==> config.mk <==
export PLATFORM = sky130hd
export DESIGN_NAME = alu_issue_queue
export DESIGN_NICKNAME = d
export VERILOG_FILES = /design/src/rtl/alu_issue_queue_pkg.sv /design/src/rtl/alu_iq_select.sv /design/src/rtl/alu_issue_queue.sv
export SDC_FILE = /design/constraint.sdc
export NUM_CORES = 2
export LEC_CHECK = 0
export CAP_MARGIN = 20
export CORE_MARGIN = 2
export CORE_UTILIZATION = 54
export DETAILED_ROUTE_END_ITERATION = 8
export PLACE_DENSITY_LB_ADDON = 0.1
export SLEW_MARGIN = 15
export SYNTH_ARGS = -nofsm -noshare
export SYNTH_HDL_FRONTEND = slang
export SYNTH_SLANG_ARGS = --single-unit
export TNS_END_PERCENT = 30
==> constraint.sdc <==
create_clock -name clk -period 9.1 [get_ports clk]
set_input_delay 1.82 -clock clk [delete_from_list [all_inputs] [get_ports clk]]
set_output_delay 1.82 -clock clk [all_outputs]
set_load 0.01 [all_outputs]
==> src/rtl/alu_issue_queue_pkg.sv <==
// Shared widths for the ALU issue queue: scoreboard id, per-entry payload fields, count width.
package alu_issue_queue_pkg;

  localparam int unsigned SCOREBOARD_SIZE_WIDTH = 4;

  localparam int unsigned PcW       = 64;
  localparam int unsigned InstW     = 32;
  localparam int unsigned FuncCodeW = 4;
  localparam int unsigned Xlen      = 64;

  localparam int unsigned IqDepth = 4;
  localparam int unsigned IqCntW  = $clog2(IqDepth + 1);

  // Width of an occupancy counter that must represent 0..depth inclusive.
  function automatic int unsigned cnt_width(input int unsigned depth);
    return $clog2(depth + 1);
  endfunction

endpackage

==> src/rtl/alu_iq_select.sv <==
// Find-first-set over the entry ready vector: lowest set bit wins (slot 0 is the oldest).
module alu_iq_select #(
  parameter int unsigned N = 4
) (
  input  logic [N-1:0]         req_i,
  output logic [N-1:0]         gnt_o,
  output logic [$clog2(N)-1:0] idx_o,
  output logic                 any_o
);

  localparam int unsigned IdxW = $clog2(N);

  always_comb begin
    logic found;
    found = 1'b0;
    gnt_o = '0;
    idx_o = '0;
    for (int i = 0; i < N; i++) begin
      if (req_i[i] && !found) begin
        found    = 1'b1;
        gnt_o[i] = 1'b1;
        idx_o    = IdxW'(i);
      end
    end
    any_o = found;
  end

endmodule

==> src/rtl/alu_issue_queue.sv <==
// Age-ordered ALU issue queue: collects operands from writeback, issues the oldest ready op
// each cycle and compacts the remaining entries down.
module alu_issue_queue
  import alu_issue_queue_pkg::*;
#(
  parameter int unsigned DEPTH = IqDepth,
  parameter int unsigned SID_W = SCOREBOARD_SIZE_WIDTH + 1
) (
  input  logic                         clk,
  input  logic                         rst_n,
  input  logic                         flush_i,
  input  logic                         disp_valid_i,
  output logic                         disp_ready_o,
  input  logic [SID_W-1:0]             disp_sid_i,
  input  logic [2:0]                   disp_func3_i,
  input  logic                         disp_auipc_i,
  input  logic [PcW-1:0]               disp_pc_i,
  input  logic [InstW-1:0]             disp_inst_i,
  input  logic [FuncCodeW-1:0]         disp_func_code_i,
  input  logic                         disp_rs1_ready_i,
  input  logic                         disp_rs2_ready_i,
  input  logic [SID_W-1:0]             disp_rs1_sid_i,
  input  logic [SID_W-1:0]             disp_rs2_sid_i,
  input  logic [Xlen-1:0]              disp_rs1_value_i,
  input  logic [Xlen-1:0]              disp_rs2_value_i,
  input  logic                         wb_valid_i,
  input  logic [SID_W-1:0]             wb_sid_i,
  input  logic [Xlen-1:0]              wb_value_i,
  output logic                         alu_valid_o,
  output logic [SID_W-1:0]             alu_sid_o,
  output logic [2:0]                   alu_func3_o,
  output logic                         alu_auipc_o,
  output logic [PcW-1:0]               alu_pc_o,
  output logic [InstW-1:0]             alu_inst_o,
  output logic [Xlen-1:0]              rs1_value_o,
  output logic [Xlen-1:0]              rs2_value_o,
  output logic [FuncCodeW-1:0]         func_code_o,
  output logic [$clog2(DEPTH+1)-1:0]   count_o
);

  localparam int unsigned CntW = cnt_width(DEPTH);
  localparam int unsigned IdxW = $clog2(DEPTH);

  typedef struct packed {
    logic             rdy;
    logic [SID_W-1:0] sid;
    logic [Xlen-1:0]  val;
  } src_t;

  typedef struct packed {
    logic [SID_W-1:0]     sid;
    logic [2:0]           func3;
    logic                 auipc;
    logic [PcW-1:0]       pc;
    logic [InstW-1:0]     inst;
    logic [FuncCodeW-1:0] func_code;
    src_t                 rs1;
    src_t                 rs2;
  } entry_t;

  entry_t           ent_q [DEPTH];
  entry_t           ent_d [DEPTH];
  logic [DEPTH-1:0] valid_q, valid_d;
  logic [CntW-1:0]  count_q, count_d;

  logic [DEPTH-1:0] req, gnt;
  logic [IdxW-1:0]  sel_idx;
  logic             sel_any;
  logic             issue, disp_fire;
  logic [CntW-1:0]  wr_idx;

  always_comb begin
    for (int i = 0; i < DEPTH; i++) begin
      req[i] = valid_q[i] & ent_q[i].rs1.rdy & ent_q[i].rs2.rdy;
    end
  end

  alu_iq_select #(
    .N (DEPTH)
  ) u_select (
    .req_i (req),
    .gnt_o (gnt),
    .idx_o (sel_idx),
    .any_o (sel_any)
  );

  assign issue        = sel_any & ~flush_i;
  assign disp_ready_o = (count_q < CntW'(DEPTH));
  assign disp_fire    = disp_valid_i & disp_ready_o & ~flush_i;
  assign wr_idx       = count_q - CntW'(issue);
  assign count_d      = count_q - CntW'(issue) + CntW'(disp_fire);
  assign count_o      = count_q;

  assign alu_valid_o  = issue;
  assign alu_sid_o    = ent_q[sel_idx].sid;
  assign alu_func3_o  = ent_q[sel_idx].func3;
  assign alu_auipc_o  = ent_q[sel_idx].auipc;
  assign alu_pc_o     = ent_q[sel_idx].pc;
  assign alu_inst_o   = ent_q[sel_idx].inst;
  assign rs1_value_o  = ent_q[sel_idx].rs1.val;
  assign rs2_value_o  = ent_q[sel_idx].rs2.val;
  assign func_code_o  = ent_q[sel_idx].func_code;

  // Shift, then overlay the dispatch write, then apply wakeup to whatever lands in each slot.
  always_comb begin : next_state
    entry_t new_ent;
    logic   shift;
    int     src;
    new_ent.sid       = disp_sid_i;
    new_ent.func3     = disp_func3_i;
    new_ent.auipc     = disp_auipc_i;
    new_ent.pc        = disp_pc_i;
    new_ent.inst      = disp_inst_i;
    new_ent.func_code = disp_func_code_i;
    new_ent.rs1       = '{rdy: disp_rs1_ready_i, sid: disp_rs1_sid_i, val: disp_rs1_value_i};
    new_ent.rs2       = '{rdy: disp_rs2_ready_i, sid: disp_rs2_sid_i, val: disp_rs2_value_i};
    shift   = 1'b0;
    src     = 0;
    valid_d = '0;
    for (int i = 0; i < DEPTH; i++) begin
      shift = shift | (issue & gnt[i]);
      src   = (i + 1 < int'(DEPTH)) ? i + 1 : int'(DEPTH) - 1;
      if (shift) begin
        ent_d[i]   = ent_q[src];
        valid_d[i] = (i + 1 < int'(DEPTH)) ? valid_q[src] : 1'b0;
      end else begin
        ent_d[i]   = ent_q[i];
        valid_d[i] = valid_q[i];
      end
      if (disp_fire && (wr_idx == CntW'(i))) begin
        ent_d[i]   = new_ent;
        valid_d[i] = 1'b1;
      end
      if (wb_valid_i && !ent_d[i].rs1.rdy && (ent_d[i].rs1.sid == wb_sid_i)) begin
        ent_d[i].rs1.rdy = 1'b1;
        ent_d[i].rs1.val = wb_value_i;
      end
      if (wb_valid_i && !ent_d[i].rs2.rdy && (ent_d[i].rs2.sid == wb_sid_i)) begin
        ent_d[i].rs2.rdy = 1'b1;
        ent_d[i].rs2.val = wb_value_i;
      end
    end
  end

  always_ff @(posedge clk) begin
    if (!rst_n || flush_i) begin
      valid_q <= '0;
      count_q <= '0;
    end else begin
      valid_q <= valid_d;
      count_q <= count_d;
    end
  end

  // Payload carries no reset; valid_q alone qualifies it.
  always_ff @(posedge clk) begin
    for (int i = 0; i < DEPTH; i++) begin
      ent_q[i] <= ent_d[i];
    end
  end

endmodule

### Word-level counts from Yosys, hierarchy flattened

Memory sizes are Yosys's and may differ from the RTL's.
Cells that the tools add are included.

| cells by class | value |
|---|---|
| add/sub/neg operators | 2 |
| multiply operators | 0 |
| div/mod/pow operators | 0 |
| $lt $le $gt $ge | 1 |
| equal/unequal tests | 11 |
| shift-type cells | 0 |
| mux-type cells | 41 |
| bitwise logic cells | 19 |
| reduce and logical (&&, ||, !) cells | 41 |

Operator list:

| operator | number |
|---|---|
| 2-to-1 mux 249 bit | 7 |
| 2-to-1 mux 64 bit | 8 |
| == test 5 bit | 8 |
| 2-to-1 mux 1 bit | 24 |
| logical AND 1 bit | 23 |
| bitwise AND 1 bit | 15 |
| zero test 1 bit | 12 |
| nonzero test 2 bit | 4 |
| == test 3 x 2 -> 1 bit, second input constant | 2 |
| 2-to-1 mux 2 bit | 2 |
| adder 3 x 1 -> 3 bit | 1 |
| == test 3 x 1 -> 1 bit, second input constant | 1 |
| zero test 3 bit | 1 |
| less-than comparator 3 bit, second input constant | 1 |
| OR 1 bit | 3 |
| subtractor 3 x 1 -> 3 bit | 1 |
| logical OR 1 bit | 1 |
| NOT 1 bit | 1 |

| word-level totals | value |
|---|---|
| flip-flop bits (word level) | 7 |
| bits in latches | 0 |
| memory bits (writable) | 996 |
| ROM bits | 0 |
| input port bits | 323 |
| output and inout port bits | 242 |
| logic and storage cells | 121 |
| memories kept | 1 |

Memory list:

| name | words | width | read ports | clocked after Yosys merged registers in | write ports | RTL line | text |
|---|---|---|---|---|---|---|---|
| ent_q | 4 | 249 | 5 | 0 | 4 | alu_issue_queue.sv:61 | `entry_t ent_q [DEPTH];` |

### Depth between registers and ports, before layout

An unclocked memory read counts as a cell.

| depth | value |
|---|---|
| depth in word-level cells | 23 |
| gate-level depth with buffers | 17 |
| gate-level depth less buffers | 14 |

### Cells and area by module

A second synthesis with hierarchy kept.

| second synthesis, totals | value |
|---|---|
| cell total of the unflattened synthesis | 4016 |
| area total of the unflattened synthesis | 51573.2 um^2 |

By module, submodules not included:

| module | times used | cells an instance | area each (um^2) | sequential area each (um^2) |
|---|---|---|---|---|
| alu_issue_queue | 1 | 4005 | 51511.9 | 29568.4 |
| alu_iq_select | 1 | 11 | 61.3 | 0.0 |

### Worst setup path after synthesis

Ideal clock, no wire load.

| timing | value |
|---|---|
| path type | input to register |
| from | input flush_i |
| to | memory ent_q[3][140] (netlist name), enable pin |
| library setup time | 0.516 ns |
| arrival time | 7.059 ns |
| required time | 8.584 ns |
| path slack | 1.525 ns |
| cell stages on the path | 10 |
| path buffers | 4 |
| cell sequence | buf_2 a21oi_1 ha_1 ha_1 or4b_1 clkbuf_1 or3_1 inv_2 clkbuf_1 clkbuf_1 |

RTL lines:

| item | RTL line | text |
|---|---|---|
| start, declared | alu_issue_queue.sv:11 | `input logic flush_i,` |
| end, declared | alu_issue_queue.sv:61 |  |

==> results.ini <==
[run_status]
status = complete, no violations

[synth]
syn_nets = 5415
ys_seq_area_frac = 0.5727
synth_cells = 5089
yosysWarnings = 0
synthesis.area_sq_mm = 0.05163
yosysUniqueCellTypes = 57
ys_async_sr_fraction = 0
synth_seq_cells = 1003
syn_area_per_cell_sq_um = 10.15
synth_edf_count = 948
synth_top_flop_cell = edfxtp_1

[cells_and_area]
final_common_cell = nand2_1
seqCellArea_sq_mm = 0.02957
multi_input_area_sq_mm = 0.02007
fillers = 7620
area_growth_pct = 19.05
nNetsFinal = 5703
drive_gt1_frac = 0.07315
final_cell_mix = 1354 x nand2_1, 948 x edfxtp_1, 564 x clkdlybuf4s50_1

[die]
core_area_sq_mm = 0.09487
dieHeight_um = 313.2
io_pins = 565
die_w_um = 313.2
start_util = 0.5442
rows = 113
die_area_sq_mm = 0.09810

[clocking]
cts_tree = built
ctsLongestPathBuffers = 3
clock_sinks = 1003
numCtsBuffers = 109
cts.clk_slew.worst_paths_ps = 60
clk-insertion-delay-late_ps = 720
post_cts_buffers = 0
cts_hold_buffers = 0
ctsRootBufferMaster = clkbuf_16
cts_resized = 0
h-tree-depth = 3

[pwr]
powerDensity_mw_per_mm2 = 177.3
power_uw = 10890
p_leak_uw = 0.02174
ir_drop_mv = 0.1545

[critical_path]
required_ps = 7280
cp-end-kind = output pin
crit_type = reg -> out
worstPathArrival_ps = 5210
start_kind = flip-flop
cp_max_fo = 173

[placement]
portBuffers = 564
place_congestion = 0.9174
post-dp-hpwl_mm = 100.3

[timing]
post-route-period-util = 0.7721
fin_tns_setup_ps = 0
relSlewSlack = 0.2091
fmax_mhz = 142.3
period_minus_slack_ps = 7026
rsz0062_at_grt = no
skew_ps = 38.38
setup_violations = 0
drv_slew = 0
tightest_slew_ps = 1186
hold_violations = 0

[worst_hold_path]
hold_path.class = reg -> reg

[grt]
grt_pass1_vias = 42660
grt_use_total = 0.3571
antenna_found_initial = 33
overflow = 0
grt_max_degree = 174
grt_pass1_wl_mm = 267.4

[flow_run]
max_cap_violations = 0

[route]
num_vias = 44300
post_drt_via_cell_ratio = 6.545
post_drt_wl_per_cell_um = 26.77
ant_nets = 0
drt-total-wl_mm = 181.2
drtIter0Drc = 5998
drt-pass1-iter-count = 7
post-route-drc-count = 0

## final timing paths
| kind | startpoint | end | slack (ps) | cells after the start |
|---|---|---|---|---|
| min | valid_q[3] | valid_q[3] | 500 | 2 |
| max reg2reg | valid_q[0] | ent_q[3][30] | 3000 | 15 |
| min reg2reg | valid_q[3] | valid_q[3] | 500 | 2 |
| max | ent_q[3][69] | rs2_value_o[1] | 2070 | 8 |
## metrics by stage
step | hold WS (ps) | cell area, sq um | worst slack (ps) | std cells | util
3_3_place_gp | 479.6 | 57910 | 1552 | 6531 | 0.6104
2_1_floorplan | 460.4 | 51630 | 1525 | 5089 | -
3_5_place_dp | 490.7 | 57910 | 1542 | 6531 | 0.6104
6_report | 499.3 | 61460 | 2074 | 6768 | 0.6479
5_1_grt | 528.1 | 61440 | 1955 | 6759 | 0.6476
4_1_cts | 499.2 | 61370 | 2083 | 6733 | 0.6469
## where the power goes
part | switching (uW) | leakage (uW) | internal (uW)
Sequential | 111 | 0.00906 | 5250
Combinational | 665 | 0.0110 | 481
Clock | 1910 | 0.00170 | 2470
Total | 2690 | 0.0217 | 8210
## sequential cells by signal (all words and copies together) (netlist names)
register,count
ent_q,996
valid_q,4
count_o,3
## synth_stat cells, types with 2 or more instances
master / number / area (sq um)
a2111oi_0: 5 / 43.79
a211oi_1: 65 / 488.0
a21oi_1: 87 / 435.4
a22o_1: 109 / 954.7
a22oi_1: 129 / 968.4
a31oi_1: 320 / 2002
a32oi_1: 4 / 35.03
and3_1: 71 / 444.2
and4_1: 2 / 17.52
and4b_1: 3 / 30.03
buf_1: 29 / 108.9
buf_2: 24 / 120.1
buf_4: 4 / 30.03
buf_6: 13 / 146.4
clkbuf_1: 389 / 1460
dfxtp_1: 55 / 1101
edfxtp_1: 948 / 28470
ha_1: 3 / 37.54
inv_1: 89 / 334.1
inv_2: 3 / 11.26
mux2_2: 137 / 1543
mux2i_1: 210 / 2102
nand2_1: 1361 / 5109
nand2b_1: 23 / 143.9
nand3_1: 251 / 1256
nand4_1: 5 / 31.28
nand4b_1: 4 / 35.03
nor2_1: 97 / 364.1
nor2b_1: 6 / 37.54
nor3_1: 6 / 30.03
nor4_1: 6 / 37.54
o2111ai_1: 4 / 35.03
o211ai_1: 6 / 45.04
o21ai_0: 316 / 1582
o21ai_1: 2 / 10.01
o22ai_1: 243 / 1520
o31ai_1: 3 / 22.52
or2_2: 4 / 25.02
or3_1: 3 / 18.77
or4_1: 5 / 37.54
xnor2_1: 23 / 201.4
xor2_1: 7 / 61.31
## cells by family (layout without fill, tap and decap cells)
family	count (synthesis)	in the layout	synth area share
buffers and inverters	552	931	0.04290
AO/OA/AOI/OAI	1303	1303	0.1595
XOR/XNOR	30	30	0.005089
other	0	35	0
flip-flops	1003	1003	0.5727
multiplexers	347	347	0.07060
adder cells (fa/ha/maj)	3	3	0.0007271
AND/OR/NAND/NOR	1851	1851	0.1485
## per-layer routing
metal	vias to the layer above	routed length [um]	track usage
li1	19480	-	-
met1	21210	66310	0.4770
met2	3188	84330	0.5598
met3	420	22880	0.07066
met4	6	7633	0.1759
met5	-	37	0
## worst max-delay path: stages, from the launching register on
cell	delay, ps
dfxtp_1	440
nand3_1	220
a21oi_4	220
buf_12	750
nand2b_4	750
buf_4	700
o22ai_1	180
a31oi_1	480
clkdlybuf4s50_1	680
## area by class of cell
type                    instances  share of cell area
inverters                      93            0.005802
multi-input cells            3534              0.3266
clock inverters                66            0.009405
flip-flops and latches       1003              0.4811
clock buffers                 136             0.04703
diodes                         35            0.001425
well taps                    1265             0.02575
repair buffers                636              0.1029
(Power assumes the default switching activity.)
